[config.mk]
export PLATFORM = sky130hd
export DESIGN_NAME = mem_port_arbiter
export DESIGN_NICKNAME = d
export VERILOG_FILES = /design/src/rtl/mem_port_arbiter.sv
export SDC_FILE = /design/constraint.sdc
export NUM_CORES = 1
export LEC_CHECK = 0
export CORE_AREA = 2 2 106 108
export DETAILED_ROUTE_END_ITERATION = 10
export DIE_AREA = 0 0 108 110
export PLACE_DENSITY = 0.67
export SLEW_MARGIN = 20
export SYNTH_ARGS = -nofsm -noshare
export SYNTH_HDL_FRONTEND = slang
export SYNTH_SLANG_ARGS = --single-unit
[constraint.sdc]
create_clock -name clk -period 3.5 [get_ports clk]
set_clock_uncertainty 0.1 [all_clocks]
set_input_delay 0.7 -clock clk [delete_from_list [all_inputs] [get_ports clk]]
set_output_delay 0.7 -clock clk [all_outputs]
set_load 0.01 [all_outputs]
[src/rtl/mem_port_arbiter.sv]
// Shares one single-ported synchronous memory between instruction fetch and the data stage.
// Data side has priority; a fetch starved for STARVE_MAX data grants is forced through.
module mem_port_arbiter #(
  parameter int unsigned MEM_LAT    = 1,
  parameter int unsigned STARVE_MAX = 4
) (
  input  logic        clk,
  input  logic        reset,
  input  logic        if_req,
  input  logic [31:0] if_addr,
  output logic        if_gnt,
  output logic        if_rvalid,
  output logic [31:0] if_rdata,
  input  logic        flush,
  input  logic        dm_req,
  input  logic        dm_we,
  input  logic [31:0] dm_addr,
  input  logic [31:0] dm_wdata,
  input  logic [3:0]  dm_be,
  output logic        dm_gnt,
  output logic        dm_rvalid,
  output logic [31:0] dm_rdata,
  output logic        mem_en,
  output logic        mem_we,
  output logic [31:0] mem_addr,
  output logic [31:0] mem_wdata,
  output logic [3:0]  mem_be,
  input  logic [31:0] mem_rdata,
  output logic        stall_f,
  output logic        stall_m
);

  localparam int unsigned LAT_W = 3;
  localparam int unsigned SC_W  = (STARVE_MAX < 1) ? 1 : $clog2(STARVE_MAX + 1);
  localparam logic [LAT_W-1:0] LAT_END = LAT_W'(MEM_LAT);
  localparam logic [SC_W-1:0]  SC_END  = SC_W'(STARVE_MAX);

  localparam logic [1:0] ST_IDLE    = 2'd0;
  localparam logic [1:0] ST_BUSY_IF = 2'd1;
  localparam logic [1:0] ST_BUSY_DM = 2'd2;

  logic [1:0]       state, state_n;
  logic [LAT_W-1:0] lat_cnt, lat_cnt_n;
  logic [SC_W-1:0]  starve_cnt, starve_cnt_n;
  logic             kill, kill_n;
  logic             store_q, store_n;

  logic resp, slot, force_if, win_dm, win_if;
  logic unused_addr_bits;

  assign unused_addr_bits = ^{if_addr[1:0], dm_addr[1:0]};

  // A grant slot is any idle cycle or the response cycle of the current access.
  assign resp     = (state != ST_IDLE) && (lat_cnt == LAT_END);
  assign slot     = reset && ((state == ST_IDLE) || resp);
  assign force_if = if_req && (starve_cnt == SC_END);
  assign win_dm   = slot && dm_req && !force_if;
  assign win_if   = slot && if_req && !win_dm;

  always_ff @(posedge clk or negedge reset) begin
    if (!reset) begin
      state      <= ST_IDLE;
      lat_cnt    <= '0;
      starve_cnt <= '0;
      kill       <= 1'b0;
      store_q    <= 1'b0;
    end else begin
      state      <= state_n;
      lat_cnt    <= lat_cnt_n;
      starve_cnt <= starve_cnt_n;
      kill       <= kill_n;
      store_q    <= store_n;
    end
  end

  always_comb begin
    state_n      = state;
    lat_cnt_n    = lat_cnt;
    starve_cnt_n = starve_cnt;
    kill_n       = kill;
    store_n      = store_q;
    if_gnt       = 1'b0;
    dm_gnt       = 1'b0;
    if_rvalid    = 1'b0;
    if_rdata     = '0;
    dm_rvalid    = 1'b0;
    dm_rdata     = '0;
    mem_en       = 1'b0;
    mem_we       = 1'b0;
    mem_addr     = '0;
    mem_wdata    = '0;
    mem_be       = 4'h0;

    if ((state != ST_IDLE) && !resp)
      lat_cnt_n = lat_cnt + LAT_W'(1);

    if (slot) begin
      if (win_dm) begin
        state_n   = ST_BUSY_DM;
        lat_cnt_n = LAT_W'(1);
        store_n   = dm_we;
        dm_gnt    = 1'b1;
        mem_en    = 1'b1;
        mem_we    = dm_we;
        mem_addr  = {dm_addr[31:2], 2'b00};
        mem_wdata = dm_we ? dm_wdata : 32'h0;
        mem_be    = dm_we ? dm_be : 4'hF;
      end else if (win_if) begin
        state_n   = ST_BUSY_IF;
        lat_cnt_n = LAT_W'(1);
        store_n   = 1'b0;
        if_gnt    = 1'b1;
        mem_en    = 1'b1;
        mem_addr  = {if_addr[31:2], 2'b00};
        mem_be    = 4'hF;
      end else begin
        state_n   = ST_IDLE;
        lat_cnt_n = '0;
      end
    end

    // A redirect kills the fetch being granted or any fetch still in flight.
    if (win_if)
      kill_n = flush;
    else if (resp)
      kill_n = 1'b0;
    else if ((state == ST_BUSY_IF) && flush)
      kill_n = 1'b1;

    if (!if_req || win_if)
      starve_cnt_n = '0;
    else if (win_dm && (starve_cnt != SC_END))
      starve_cnt_n = starve_cnt + SC_W'(1);

    if (resp && (state == ST_BUSY_IF) && !kill && !flush) begin
      if_rvalid = 1'b1;
      if_rdata  = mem_rdata;
    end
    if (resp && (state == ST_BUSY_DM)) begin
      dm_rvalid = 1'b1;
      dm_rdata  = store_q ? 32'h0 : mem_rdata;
    end

    stall_f = reset && if_req && !if_rvalid;
    stall_m = reset && dm_req && !dm_rvalid;
  end

endmodule

==> impl_results.md <==
- Die width: 108 µm
- Avg WL per Cell: roughly 16 µm
- P_leak: 0.00260 µW
- Post-synthesis xor/xnor area fraction: 0.522%
- DP Wirelength: 8040 µm
- Grt ovf: 0
- Num rows: 38
- Reg2reg path depth: 7
- Main combinational cell family by area after synthesis: simple AND/OR/NAND/NOR gates
- Instance count of the mapped netlist: roughly 220
- Initial Util: 15.7%
- Fin area: 0.00488 mm²
- Post-synth EDFFs: 0
- Period utilisation layout: slightly below 100%
- Sequential share of the synthesized area: between 10% and 20%
- Number of buffers created by CTS: 3
- Setup Viol. Count Final: 0
- Clock latency at the later pin of the worst-skew pair: between 200 and 250 ps
- Largest net degree at the start of global routing: 66
- Root Driver: clkbuf_8
- FF-to-FF Start: lat_cnt[1]$_DFFE_PN0P_
- WP data arrival: ~2600 ps
- Final wirelength: 10500 µm
- Detail Route met3 WL: 729 µm
- Inst Count DP: 626
- Synth Area in Compound Gates: 25.5%
- CTS tree: yes
- Startpoint Class: input port
- Final Total Pwr: 1620 µW
- # DRC: 0
- Yosys cell types: 34
- CP Data Required Time: 2700 ps
- Boundary Pins: 278
- TritonCTS Sinks: 10
- Die Area: 0.0119 mm²
- Non-Filler Instances: 637
- Worst Hold Class: in2async
- Vias in the first global route: 2464
- Syn_area_per_cell: 7.49 µm²
- Layout area overhead: 191%
- Final hold slack: between 300 and 400 ps
- Met1 Wirelength: approximately 4200 µm
- Max rail drop VDD: 189 µV
- Port bufs: 271
- Fraction of final layout cells sized beyond drive strength 1: 6.04%
- Worst Setup Path Type: in2out
- Core Box Area: 0.0107 mm²
- GPL Wtd Cong: 0.804
- Max layer used: met4
- Final hold violation count: 0
- DR vias: 2709
- Max Root-Sink Buffers: 2
- Synth Cell Area: 0.00168 mm²
- Vias/cell: 4.25
- Highest Clock Rate: 290 MHz
- DRT antenna net count: 0
- Synth Area in Adders: 2.98%
- Reg-to-reg slack, setup: roughly 1600 ps
- Pwr per Cell Area: 333 mW/mm²
- Met2 Wirelength: roughly 5400 µm
- Nets: 640
- Crit path time final: between 3000 and 4000 ps
- CP max FO: 32
- H-tree depth: 1
- Post-synth top flop: dfrtp_1
- Antenna cells: 0
- Initial antenna violation count: 0
- Max Slew Vio Count: 0
- Max-Cap Viols: 0
- Outcome: completed
- Async SR Flop Fraction: 100%
- Post-synthesis simple-gate area fraction: 46.4%
- Vert. Die Dim: 110 µm
- Placed Area: 0.00458 mm²
- Drt first-iter violations: 121
- Setup crit end kind: output pin
- Reg-to-Reg End: store_q$_DFFE_PN0P_
- Mux share of post-synthesis cell area: 0%
- Gr usage total: 13.8%
- YS warnings: 0
- First-pass GRT wire length: between 10000 and 15000 µm
- Clock Pin Slew Worst Setup and Hold Paths: 50 ps
- Seq cells post-synth: 10
- DR pass1 iterations: 4
-- registers in the layout, indices dropped and copies added, names as in the netlist --
name and cells:
store_q 1, lat_cnt 3, starve_cnt 3, kill 1
state 2
-- worst max-delay path, stage by stage --
cell and delay [ps]:
clkdlybuf4s50_1 420, and3_1 200, a211oi_4 240, buf_4 170, clkbuf_16 210, a22o_1 150
clkdlybuf4s50_1 540
-- routing by layer --
layer,global-route usage [%],vias up
met5,0,-
met4,2.84,0
met3,3.06,9
met2,24.2,123
met1,17.5,1243
li1,-,1334
-- cells by family (layout without fill, tap and decap cells) --
kind of cell | after synthesis | in the layout
compound gates | 52 | 52
buf+inv | 29 | 301
fa+ha+maj | 4 | 4
simple gates | 127 | 127
flops | 10 | 10
other cells | 1 | 2
xor+xnor | 1 | 1
-- layout by cell type (no fill, tap or decap), types with 2 or more instances in the layout --
| cell | netlist | routed |
|---|---|---|
| clkdlybuf4s50_1 | 0 | 234 |
| and2_1 | 64 | 64 |
| dlymetal6s2s_1 | 0 | 37 |
| and3_1 | 34 | 33 |
| a22o_1 | 30 | 30 |
| dfrtp_1 | 10 | 10 |
| buf_4 | 4 | 10 |
| inv_1 | 7 | 7 |
| nor2_1 | 7 | 7 |
| a21oi_1 | 6 | 6 |
| nand2_1 | 5 | 5 |
| o21ai_0 | 5 | 5 |
| o21a_1 | 4 | 4 |
| nor3_1 | 4 | 4 |
| ha_1 | 4 | 4 |
| clkbuf_8 | 0 | 4 |
| clkbuf_16 | 0 | 4 |
| buf_12 | 0 | 4 |
| nand3_1 | 3 | 3 |
| or3_1 | 2 | 2 |
| a21o_1 | 2 | 2 |
| conb_1 | 1 | 2 |
-- cell usage after synthesis (all sizes together) (2+ instances only) --
cell	count	area share [%]
or3	2	0.75
inv	7	1.6
dfrtp	10	15
nor3	4	1.2
clkbuf	10	2.2
buf	12	5.7
a21o	2	0.89
and3	34	13
o21a	4	1.8
nand2b	2	1.2
a22o	30	16
ha	4	3.0
o21ai	5	1.5
a21oi	6	1.8
nor2	7	1.6
nand3	3	0.89
and2	64	24
nand2	6	1.5
-- how the worst max path moves through the flow --
stage | start | endpoint | depth (start not counted)
floorplan | lat_cnt[1]$_DFFE_PN0P_ | mem_be[0] | 6
global placement | if_req | mem_be[0] | 7
detailed placement | reset | mem_be[1] | 7
CTS | reset | mem_wdata[5] | 6
global route | if_req | mem_addr[2] | 7
finish | if_req | mem_addr[4] | 7
-- power by group --
group | internal (µW) | switching, µW
Combinational | 725 | 544
Sequential | 158 | 45.0
Clock | 99.3 | 50.3
Total | 982 | 640
-- stage by stage --
stage          setup WS, ps  setup TNS, ps  utilization [%]
2_1_floorplan          1070              0                -
3_3_place_gp          -3.79          -7.34             42.8
3_5_place_dp          -23.1          -87.0             42.8
4_1_cts               -3.25          -3.25             43.4
5_1_grt               -25.8           -162             45.6
6_report               56.6              0             45.6
-- layout make-up --
class,instances,area [µm²]
clock buffer,4,55.1
fill,1051,5820
inverter,7,26.3
multi-input combinational,186,1300
sequential,10,250
tap,140,175
timing repair buffer,290,3070
-- what timing repair did --
action	CTS	global route
gates resized for setup	2	38
endpoints found under the hold margin	0	0
setup buffers	0	3
hold buffers	0	0
gates cloned	0	4
setup endpoints to repair	5	34
Power figures use the tool's default switching activity.
